**config.mk**
```make
export PLATFORM = sky130hd
export DESIGN_NAME = instr_encoder_loader_flat
export DESIGN_NICKNAME = d
export VERILOG_FILES = /design/src/rtl/instr_encoder_loader_if.sv /design/src/rtl/instr_encoder_loader.sv /design/src/flat_wrapper.sv
export SDC_FILE = /design/constraint.sdc
export NUM_CORES = 1
export LEC_CHECK = 0
export ABC_AREA = 1
export CORE_UTILIZATION = 43
export DETAILED_ROUTE_END_ITERATION = 10
export HOLD_SLACK_MARGIN = 0.02
export PLACE_DENSITY = 0.77
export SLEW_MARGIN = 5
export SYNTH_ARGS = -nofsm -noshare
export SYNTH_HDL_FRONTEND = slang
export SYNTH_SLANG_ARGS = --single-unit
```
**constraint.sdc**
```tcl
create_clock -name clk -period 1.5 [get_ports clk]
set_input_delay 0.15 -clock clk [delete_from_list [all_inputs] [get_ports clk]]
set_output_delay 0.15 -clock clk [all_outputs]
set_load 0.05 [all_outputs]
```
**src/rtl/instr_encoder_loader_if.sv**
```systemverilog
// -----------------------------------------------------------------------------
// instr_encoder_loader_if
// Request handshake and instruction-memory write bus for instr_encoder_loader.
//   req_valid / req_ready      : request handshake (producer -> loader)
//   req_class, req_op          : instruction class and per-class operation code
//   req_rd, req_rs1, req_rs2   : register fields
//   req_imm                    : sign-extended immediate / byte offset
//   imem_we, imem_addr, imem_wdata : instruction-memory write port (loader -> memory)
// The master modport is the request producer; the slave modport is the loader.
// -----------------------------------------------------------------------------
interface instr_encoder_loader_if #(
   parameter int AW = 8
);
   logic          req_valid;
   logic          req_ready;
   logic [3:0]    req_class;
   logic [3:0]    req_op;
   logic [4:0]    req_rd;
   logic [4:0]    req_rs1;
   logic [4:0]    req_rs2;
   logic [31:0]   req_imm;
   logic          imem_we;
   logic [AW-1:0] imem_addr;
   logic [31:0]   imem_wdata;

   modport master (
      output req_valid, req_class, req_op, req_rd, req_rs1, req_rs2, req_imm,
      input  req_ready, imem_we, imem_addr, imem_wdata
   );

   modport slave (
      input  req_valid, req_class, req_op, req_rd, req_rs1, req_rs2, req_imm,
      output req_ready, imem_we, imem_addr, imem_wdata
   );
endinterface

```
**src/rtl/instr_encoder_loader.sv**
```systemverilog
// -----------------------------------------------------------------------------
// instr_encoder_loader
// Packs one decoded instruction description per handshake into an RV32I word
// and writes it to consecutive instruction-memory words starting at BASE.
// Loading finishes after a SYSTEM instruction is written or when the last
// memory word has been written (overflow, flagged in err).
//   clk, rst_n : clock (rising edge), asynchronous active-low reset
//   start      : one-cycle pulse, arms the loader and clears pointer/count/flags
//   bus        : request handshake + instruction-memory write port (slave)
//   done       : load finished, held until the next start
//   err        : sticky error (illegal request or overflow)
//   count      : words written since start
// -----------------------------------------------------------------------------
module instr_encoder_loader #(
   parameter int AW   = 8,
   parameter int BASE = 0
) (
   input  logic                        clk,
   input  logic                        rst_n,
   input  logic                        start,
   instr_encoder_loader_if.slave       bus,
   output logic                        done,
   output logic                        err,
   output logic [AW:0]                 count
);
   localparam logic [AW-1:0] L_BASE = AW'(BASE);

   localparam logic [3:0] CLS_ALUREG = 4'd0;
   localparam logic [3:0] CLS_ALUIMM = 4'd1;
   localparam logic [3:0] CLS_LOAD   = 4'd2;
   localparam logic [3:0] CLS_STORE  = 4'd3;
   localparam logic [3:0] CLS_BRANCH = 4'd4;
   localparam logic [3:0] CLS_JAL    = 4'd5;
   localparam logic [3:0] CLS_JALR   = 4'd6;
   localparam logic [3:0] CLS_LUI    = 4'd7;
   localparam logic [3:0] CLS_AUIPC  = 4'd8;
   localparam logic [3:0] CLS_SYSTEM = 4'd9;

   typedef enum logic [1:0] {ST_IDLE, ST_ACCEPT, ST_WRITE, ST_DONE} state_e;

   state_e        r_state;
   logic [AW-1:0] r_ptr;
   logic [AW:0]   r_count;
   logic          r_req_ready;
   logic          r_imem_we;
   logic [AW-1:0] r_imem_addr;
   logic [31:0]   r_imem_wdata;
   logic          r_done;
   logic          r_err;
   logic          r_is_sys;

   logic [2:0]    w_alu_f3;
   logic          w_alu_alt;
   logic          w_alu_ok;
   logic [2:0]    w_f3;
   logic          w_legal;
   logic [31:0]   w_word;

   // Internal alu_control code -> funct3; alt selects funct7=0100000 (sub/sra).
   // NOTE: every always_comb output gets a default first so no path can
   // leave it unassigned and infer a latch.
   always_comb begin
      w_alu_ok  = 1'b1;
      w_alu_f3  = 3'b000;
      w_alu_alt = 1'b0;
      case (bus.req_op)
         4'b0010: w_alu_f3 = 3'b000;                      // add
         4'b0101: begin w_alu_f3 = 3'b000; w_alu_alt = 1'b1; end // sub
         4'b0011: w_alu_f3 = 3'b001;                      // sll
         4'b0110: w_alu_f3 = 3'b010;                      // slt
         4'b0111: w_alu_f3 = 3'b011;                      // sltu
         4'b0100: w_alu_f3 = 3'b100;                      // xor
         4'b1000: w_alu_f3 = 3'b101;                      // srl
         4'b1001: begin w_alu_f3 = 3'b101; w_alu_alt = 1'b1; end // sra
         4'b0001: w_alu_f3 = 3'b110;                      // or
         4'b0000: w_alu_f3 = 3'b111;                      // and
         default: w_alu_ok = 1'b0;
      endcase
   end

   // Field packing for the request currently on the bus.
   always_comb begin
      w_legal = 1'b1;
      w_f3    = 3'b000;
      w_word  = 32'h0000_0000;
      case (bus.req_class)
         CLS_ALUREG: begin
            w_legal = w_alu_ok;
            w_word  = {1'b0, w_alu_alt, 5'b0, bus.req_rs2, bus.req_rs1, w_alu_f3,
                       bus.req_rd, 7'b0110011};
         end
         CLS_ALUIMM: begin
            w_legal = w_alu_ok && (bus.req_op != 4'b0101);
            // Shifts carry only a 5-bit shamt; the upper immediate bits become funct7.
            if (w_alu_f3 == 3'b001 || w_alu_f3 == 3'b101)
               w_word = {1'b0, w_alu_alt, 5'b0, bus.req_imm[4:0], bus.req_rs1, w_alu_f3,
                         bus.req_rd, 7'b0010011};
            else
               w_word = {bus.req_imm[11:0], bus.req_rs1, w_alu_f3, bus.req_rd, 7'b0010011};
         end
         CLS_LOAD: begin
            case (bus.req_op)
               4'b0010: w_f3 = 3'b000;   // lb
               4'b0100: w_f3 = 3'b001;   // lh
               4'b0101: w_f3 = 3'b010;   // lw
               4'b0000: w_f3 = 3'b100;   // lbu
               4'b0001: w_f3 = 3'b101;   // lhu
               default: w_legal = 1'b0;
            endcase
            w_word = {bus.req_imm[11:0], bus.req_rs1, w_f3, bus.req_rd, 7'b0000011};
         end
         CLS_STORE: begin
            if (bus.req_op <= 4'b0010) w_f3 = bus.req_op[2:0];
            else                       w_legal = 1'b0;
            w_word = {bus.req_imm[11:5], bus.req_rs2, bus.req_rs1, w_f3,
                      bus.req_imm[4:0], 7'b0100011};
         end
         CLS_BRANCH: begin
            case (bus.req_op)
               4'b0000: w_f3 = 3'b000;   // beq
               4'b0001: w_f3 = 3'b001;   // bne
               4'b0011: w_f3 = 3'b100;   // blt
               4'b0010: w_f3 = 3'b101;   // bge
               4'b0100: w_f3 = 3'b110;   // bltu
               4'b0101: w_f3 = 3'b111;   // bgeu
               default: w_legal = 1'b0;
            endcase
            // Branch targets are halfword aligned; an odd offset cannot be encoded.
            if (bus.req_imm[0]) w_legal = 1'b0;
            w_word = {bus.req_imm[12], bus.req_imm[10:5], bus.req_rs2, bus.req_rs1, w_f3,
                      bus.req_imm[4:1], bus.req_imm[11], 7'b1100011};
         end
         CLS_JAL: begin
            w_legal = ~bus.req_imm[0];
            w_word  = {bus.req_imm[20], bus.req_imm[10:1], bus.req_imm[11],
                       bus.req_imm[19:12], bus.req_rd, 7'b1101111};
         end
         CLS_JALR:   w_word = {bus.req_imm[11:0], bus.req_rs1, 3'b000, bus.req_rd, 7'b1100111};
         CLS_LUI:    w_word = {bus.req_imm[31:12], bus.req_rd, 7'b0110111};
         CLS_AUIPC:  w_word = {bus.req_imm[31:12], bus.req_rd, 7'b0010111};
         CLS_SYSTEM: w_word = 32'h0000_0073;
         default:    w_legal = 1'b0;
      endcase
   end

   // Loader FSM with all outputs registered.
   // NOTE: sequential state uses non-blocking assignments so every register
   // samples pre-edge values regardless of statement order.
   always_ff @(posedge clk or negedge rst_n) begin
      if (!rst_n) begin
         r_state      <= ST_IDLE;
         r_ptr        <= L_BASE;
         r_count      <= '0;
         r_req_ready  <= 1'b0;
         r_imem_we    <= 1'b0;
         r_imem_addr  <= L_BASE;
         r_imem_wdata <= 32'h0000_0000;
         r_done       <= 1'b0;
         r_err        <= 1'b0;
         r_is_sys     <= 1'b0;
      end else begin
         case (r_state)
            ST_IDLE, ST_DONE: begin
               if (start) begin
                  r_state     <= ST_ACCEPT;
                  r_req_ready <= 1'b1;
                  r_ptr       <= L_BASE;
                  r_count     <= '0;
                  r_done      <= 1'b0;
                  r_err       <= 1'b0;
               end
            end
            ST_ACCEPT: begin
               // start takes priority: a request presented in the same cycle stays pending.
               if (start) begin
                  r_ptr   <= L_BASE;
                  r_count <= '0;
                  r_err   <= 1'b0;
               end else if (bus.req_valid) begin
                  if (w_legal) begin
                     r_state      <= ST_WRITE;
                     r_req_ready  <= 1'b0;
                     r_imem_we    <= 1'b1;
                     r_imem_addr  <= r_ptr;
                     r_imem_wdata <= w_word;
                     r_is_sys     <= (bus.req_class == CLS_SYSTEM);
                  end else begin
                     r_err <= 1'b1;        // illegal request is consumed without a write
                  end
               end
            end
            ST_WRITE: begin
               r_imem_we <= 1'b0;
               r_ptr     <= r_ptr + 1'b1;
               r_count   <= r_count + 1'b1;
               if (r_is_sys) begin
                  r_state <= ST_DONE;
                  r_done  <= 1'b1;
               end else if (&r_ptr) begin
                  r_state <= ST_DONE;      // last word written without SYSTEM: overflow
                  r_done  <= 1'b1;
                  r_err   <= 1'b1;
               end else begin
                  r_state     <= ST_ACCEPT;
                  r_req_ready <= 1'b1;
               end
            end
            default: r_state <= ST_IDLE;
         endcase
      end
   end

   assign bus.req_ready  = r_req_ready;
   assign bus.imem_we    = r_imem_we;
   assign bus.imem_addr  = r_imem_addr;
   assign bus.imem_wdata = r_imem_wdata;
   assign done           = r_done;
   assign err            = r_err;
   assign count          = r_count;
endmodule

```
**src/flat_wrapper.sv**
```systemverilog
// flat-port wrapper written by rule: the top's interface ports become plain ports
module instr_encoder_loader_flat 
#(
   parameter int AW   = 8,
   parameter int BASE = 0
)
  (clk, rst_n, start, done, err, count, bus_req_valid, bus_req_class, bus_req_op, bus_req_rd, bus_req_rs1, bus_req_rs2, bus_req_imm, bus_req_ready, bus_imem_we, bus_imem_addr, bus_imem_wdata);
  instr_encoder_loader_if #(.AW(AW)) bus_i ();
  input  logic clk;
  input  logic rst_n;
  input  logic start;
  output logic done;
  output logic err;
  output logic [AW:0] count;
  input wire logic [$bits(bus_i.req_valid)-1:0] bus_req_valid;
  input wire logic [$bits(bus_i.req_class)-1:0] bus_req_class;
  input wire logic [$bits(bus_i.req_op)-1:0] bus_req_op;
  input wire logic [$bits(bus_i.req_rd)-1:0] bus_req_rd;
  input wire logic [$bits(bus_i.req_rs1)-1:0] bus_req_rs1;
  input wire logic [$bits(bus_i.req_rs2)-1:0] bus_req_rs2;
  input wire logic [$bits(bus_i.req_imm)-1:0] bus_req_imm;
  output wire logic [$bits(bus_i.req_ready)-1:0] bus_req_ready;
  output wire logic [$bits(bus_i.imem_we)-1:0] bus_imem_we;
  output wire logic [$bits(bus_i.imem_addr)-1:0] bus_imem_addr;
  output wire logic [$bits(bus_i.imem_wdata)-1:0] bus_imem_wdata;
  assign bus_i.req_valid = bus_req_valid;
  assign bus_i.req_class = bus_req_class;
  assign bus_i.req_op = bus_req_op;
  assign bus_i.req_rd = bus_req_rd;
  assign bus_i.req_rs1 = bus_req_rs1;
  assign bus_i.req_rs2 = bus_req_rs2;
  assign bus_i.req_imm = bus_req_imm;
  assign bus_req_ready = bus_i.req_ready;
  assign bus_imem_we = bus_i.imem_we;
  assign bus_imem_addr = bus_i.imem_addr;
  assign bus_imem_wdata = bus_i.imem_wdata;
  instr_encoder_loader #(.AW(AW), .BASE(BASE)) u_core (.clk(clk), .rst_n(rst_n), .start(start), .bus(bus_i), .done(done), .err(err), .count(count));
endmodule
```
==> impl_metrics.toml <==
[finish]
stdcell_count = 833
fill_cells = 690
seqCellArea_um2 = 1580
layout-area-overhead-vs-synth_pct = 55.4
nets = 787
layout_commonest_cell = "nand2_1"
num_antenna_cells = 0
final_cell_mix = "188 x nand2_1, 126 x buf_4, 59 x dfrtp_1"
multi_input_area_um2 = 1920
layout-drive-gt1-share = 0.280

[synth]
synth_edf_count = 0
synthCells = 530
yosysTopAreaCell = "dfrtp_1"
synthesis.yosys.warnings = 0
synth_cell_types = 33
syn_area_um2 = 3680
synth_area_per_cell_um2 = 6.94
yosysTopAreaCellShare = 0.429
synth-main-ff-cell = "dfrtp_1"
synthesis.nets = 594
synth_area_leaders = "dfrtp_1 43%, nand2_1 20%, nand3_1 5.4%"
synth_seq_cells = 63
yosysSeqAreaShare = 0.429
async_flop_share = 1.00

[sta]
finalCriticalPeriod_ps = 1480
grt_setup_unrepaired = "true"
tightest_slew_ps = 346
tns_ps = 0
worst_clock_skew_ps = 20.1
finalHoldViolations = 0
final_max_slew_viol_count = 0
maxSlewHeadroom = 0.767
fmax_mhz = 678
period_share = 0.983
setup_viol = 0

[critical_path]
r2r_start = "u_core.r_state[1]$_DFFE_PN0P_"
cp.required_ps = 1730
path_max_fanout = 7
critPathKind = "primary input to flop"
r2r_slack_ps = 20
crit_path_end_kind = "flop"
regToRegEndpoint = "u_core.r_ptr[7]$_DFFE_PN0P_"
crit_arrival_ps = 1700
r2r_cells = 7
cp-start-kind = "primary input"

[floorplan]
dieWidth_um = 94.5
start_util = 0.445
die-height_um = 94.5
fp-row-count = 33
coreArea_um2 = 8260
ios = 112
fp.dieArea_um2 = 8930

[routing]
ant_nets = 0
avgViaCountPerCell = 5.12
routed_wl_um = 11700
drc_errors = 0
num_vias = 4262
drtIter0Drc = 314
wl_per_cell_um = 14.1
drt-pass1-iter-count = 6

[global_routing]
grt_pass1_vias = 4036
grt_pass1_wl_um = 18600
antenna_found_initial = 0
grt_usage = 0.270
grt-ovfl-total = 0
grt_max_degree = 64

[power_and_ir_drop]
p_leak_nw = 2.97
p_total_mw = 7.60
p_per_area_nw_per_um2 = 1330
irDropWorstVdd_mv = 1.07

[clock_network]
cts_root_buffer = "clkbuf_8"
clk_pin_slew_ps = 70
tritoncts = "done"
cts.sinks = 63
clk_path_buf_depth = 2
cts_made_buffers = 9
clkLatencyLatePin_ps = 350
htreeDepth = 3

[place]
gp_congestion = 0.909
placedCellCount = 804
dp_hpwl_um = 8780
port_buffers = 111

[outcome]
status = "completed"

[hold_path]
hold_class = "primary input to asynchronous set/reset pin"

[run]
drv_cap = 0
==> routing by layer <==
metal	track usage	vias to the layer above	routed length (um)
met1	0.342	1965	5120
li1	-	2108	-
met2	0.463	167	5560
met4	0.0833	0	244
met5	0	-	0
met3	0.0556	22	790
==> worst max-delay path, cell delays in order <==
cell and delay [ps]:
dlygate4sd2_1 320, inv_2 90, nand2_1 120, nor2_2 140, nand3_1 90, nand2_1 100, nor2_2 50, nand2_2 80
nand3_4 130, buf_12 170, buf_4 150, nand2_1 50, o21ai_1 60
==> metrics by stage <==
step,utilization,setup slack (ps),area [um^2],hold slack [ps]
finish,0.692,24.9,5710,330
global route,0.692,-105,5710,384
CTS,0.676,14.4,5590,356
detailed placement,0.641,-505,5290,183
global placement,0.641,-433,5290,181
floorplan,-,-54.3,3700,-146
==> synth_stat cells (2+ instances only) <==
cell / number
o31ai_1: 3
nand2_2: 3
nand4_1: 6
inv_2: 4
nor2_1: 41
ha_1: 5
inv_1: 53
dfrtp_1: 63
o21ai_1: 21
a22oi_1: 5
nand2_1: 193
nand3b_1: 3
a21oi_1: 26
nor3_1: 2
nor2_2: 5
o21ai_0: 28
o22ai_1: 6
nand3_1: 40
buf_2: 9
==> power breakdown <==
part           internal (mW)  switching (mW)  total (mW)
clock network          0.636           0.638        1.27
logic                   1.33            2.53        3.86
registers               2.14           0.321        2.46
==> sequential cells by signal, indices dropped and copies added (netlist names) <==
register,flops
u_core.count,9
u_core.r_is_sys,1
u_core.r_ptr,8
u_core.bus.req_ready,1
u_core.bus.imem_wdata,31
u_core.r_state,2
u_core.bus.imem_addr,8
u_core.done,1
u_core.bus.imem_we,1
u_core.err,1
==> final cells by class <==
cell class,count,area share
repair buffers,195,0.296
inverters,59,0.0394
clock buffers,12,0.0254
multi-input cells,395,0.336
flip-flops and latches,63,0.277
clock inverters,4,0.00394
well taps,105,0.0230
==> timing repair <==
| item | in CTS | in global routing |
|---|---|---|
| gates cloned | 2 | 0 |
| setup buffers | 3 | 7 |
| hold buffers | 1 | 0 |
| endpoints found under the setup margin | 47 | 50 |
| endpoints found under the hold margin | 63 | 0 |
| pin swaps | 2 | 9 |
| gates resized for setup | 21 | 34 |
==> logic make-up (layout without fill, tap and decap cells) <==
group                      after synthesis  in the layout  synth area share
and+or+nand+nor                        297            297             0.337
DFF                                     63             63             0.429
AOI/OAI and AO/OA                       93             93             0.137
buffers and inverters                   72            270            0.0803
adders and majority gates                5              5            0.0170
==> worst max path at each step <==
stage,from,endpoint,cells after the start
finish,bus_req_class[3],u_core.r_is_sys$_DFFE_PN0P_,13
floorplan,u_core.count[0]$_DFFE_PN0P_,u_core.count[8]$_DFFE_PN0P_,7
global route,bus_req_class[2],u_core.bus.imem_wdata[7]$_DFFE_PN0P_,13
CTS,u_core.r_state[1]$_DFFE_PN0P_,u_core.bus.imem_wdata[15]$_DFFE_PN0P_,9
global placement,bus_req_op[0],u_core.bus.imem_wdata[11]$_DFFE_PN0P_,12
detailed placement,bus_req_op[0],u_core.bus.imem_addr[0]$_DFFE_PN0P_,12
Power figures use the tool's default switching activity.
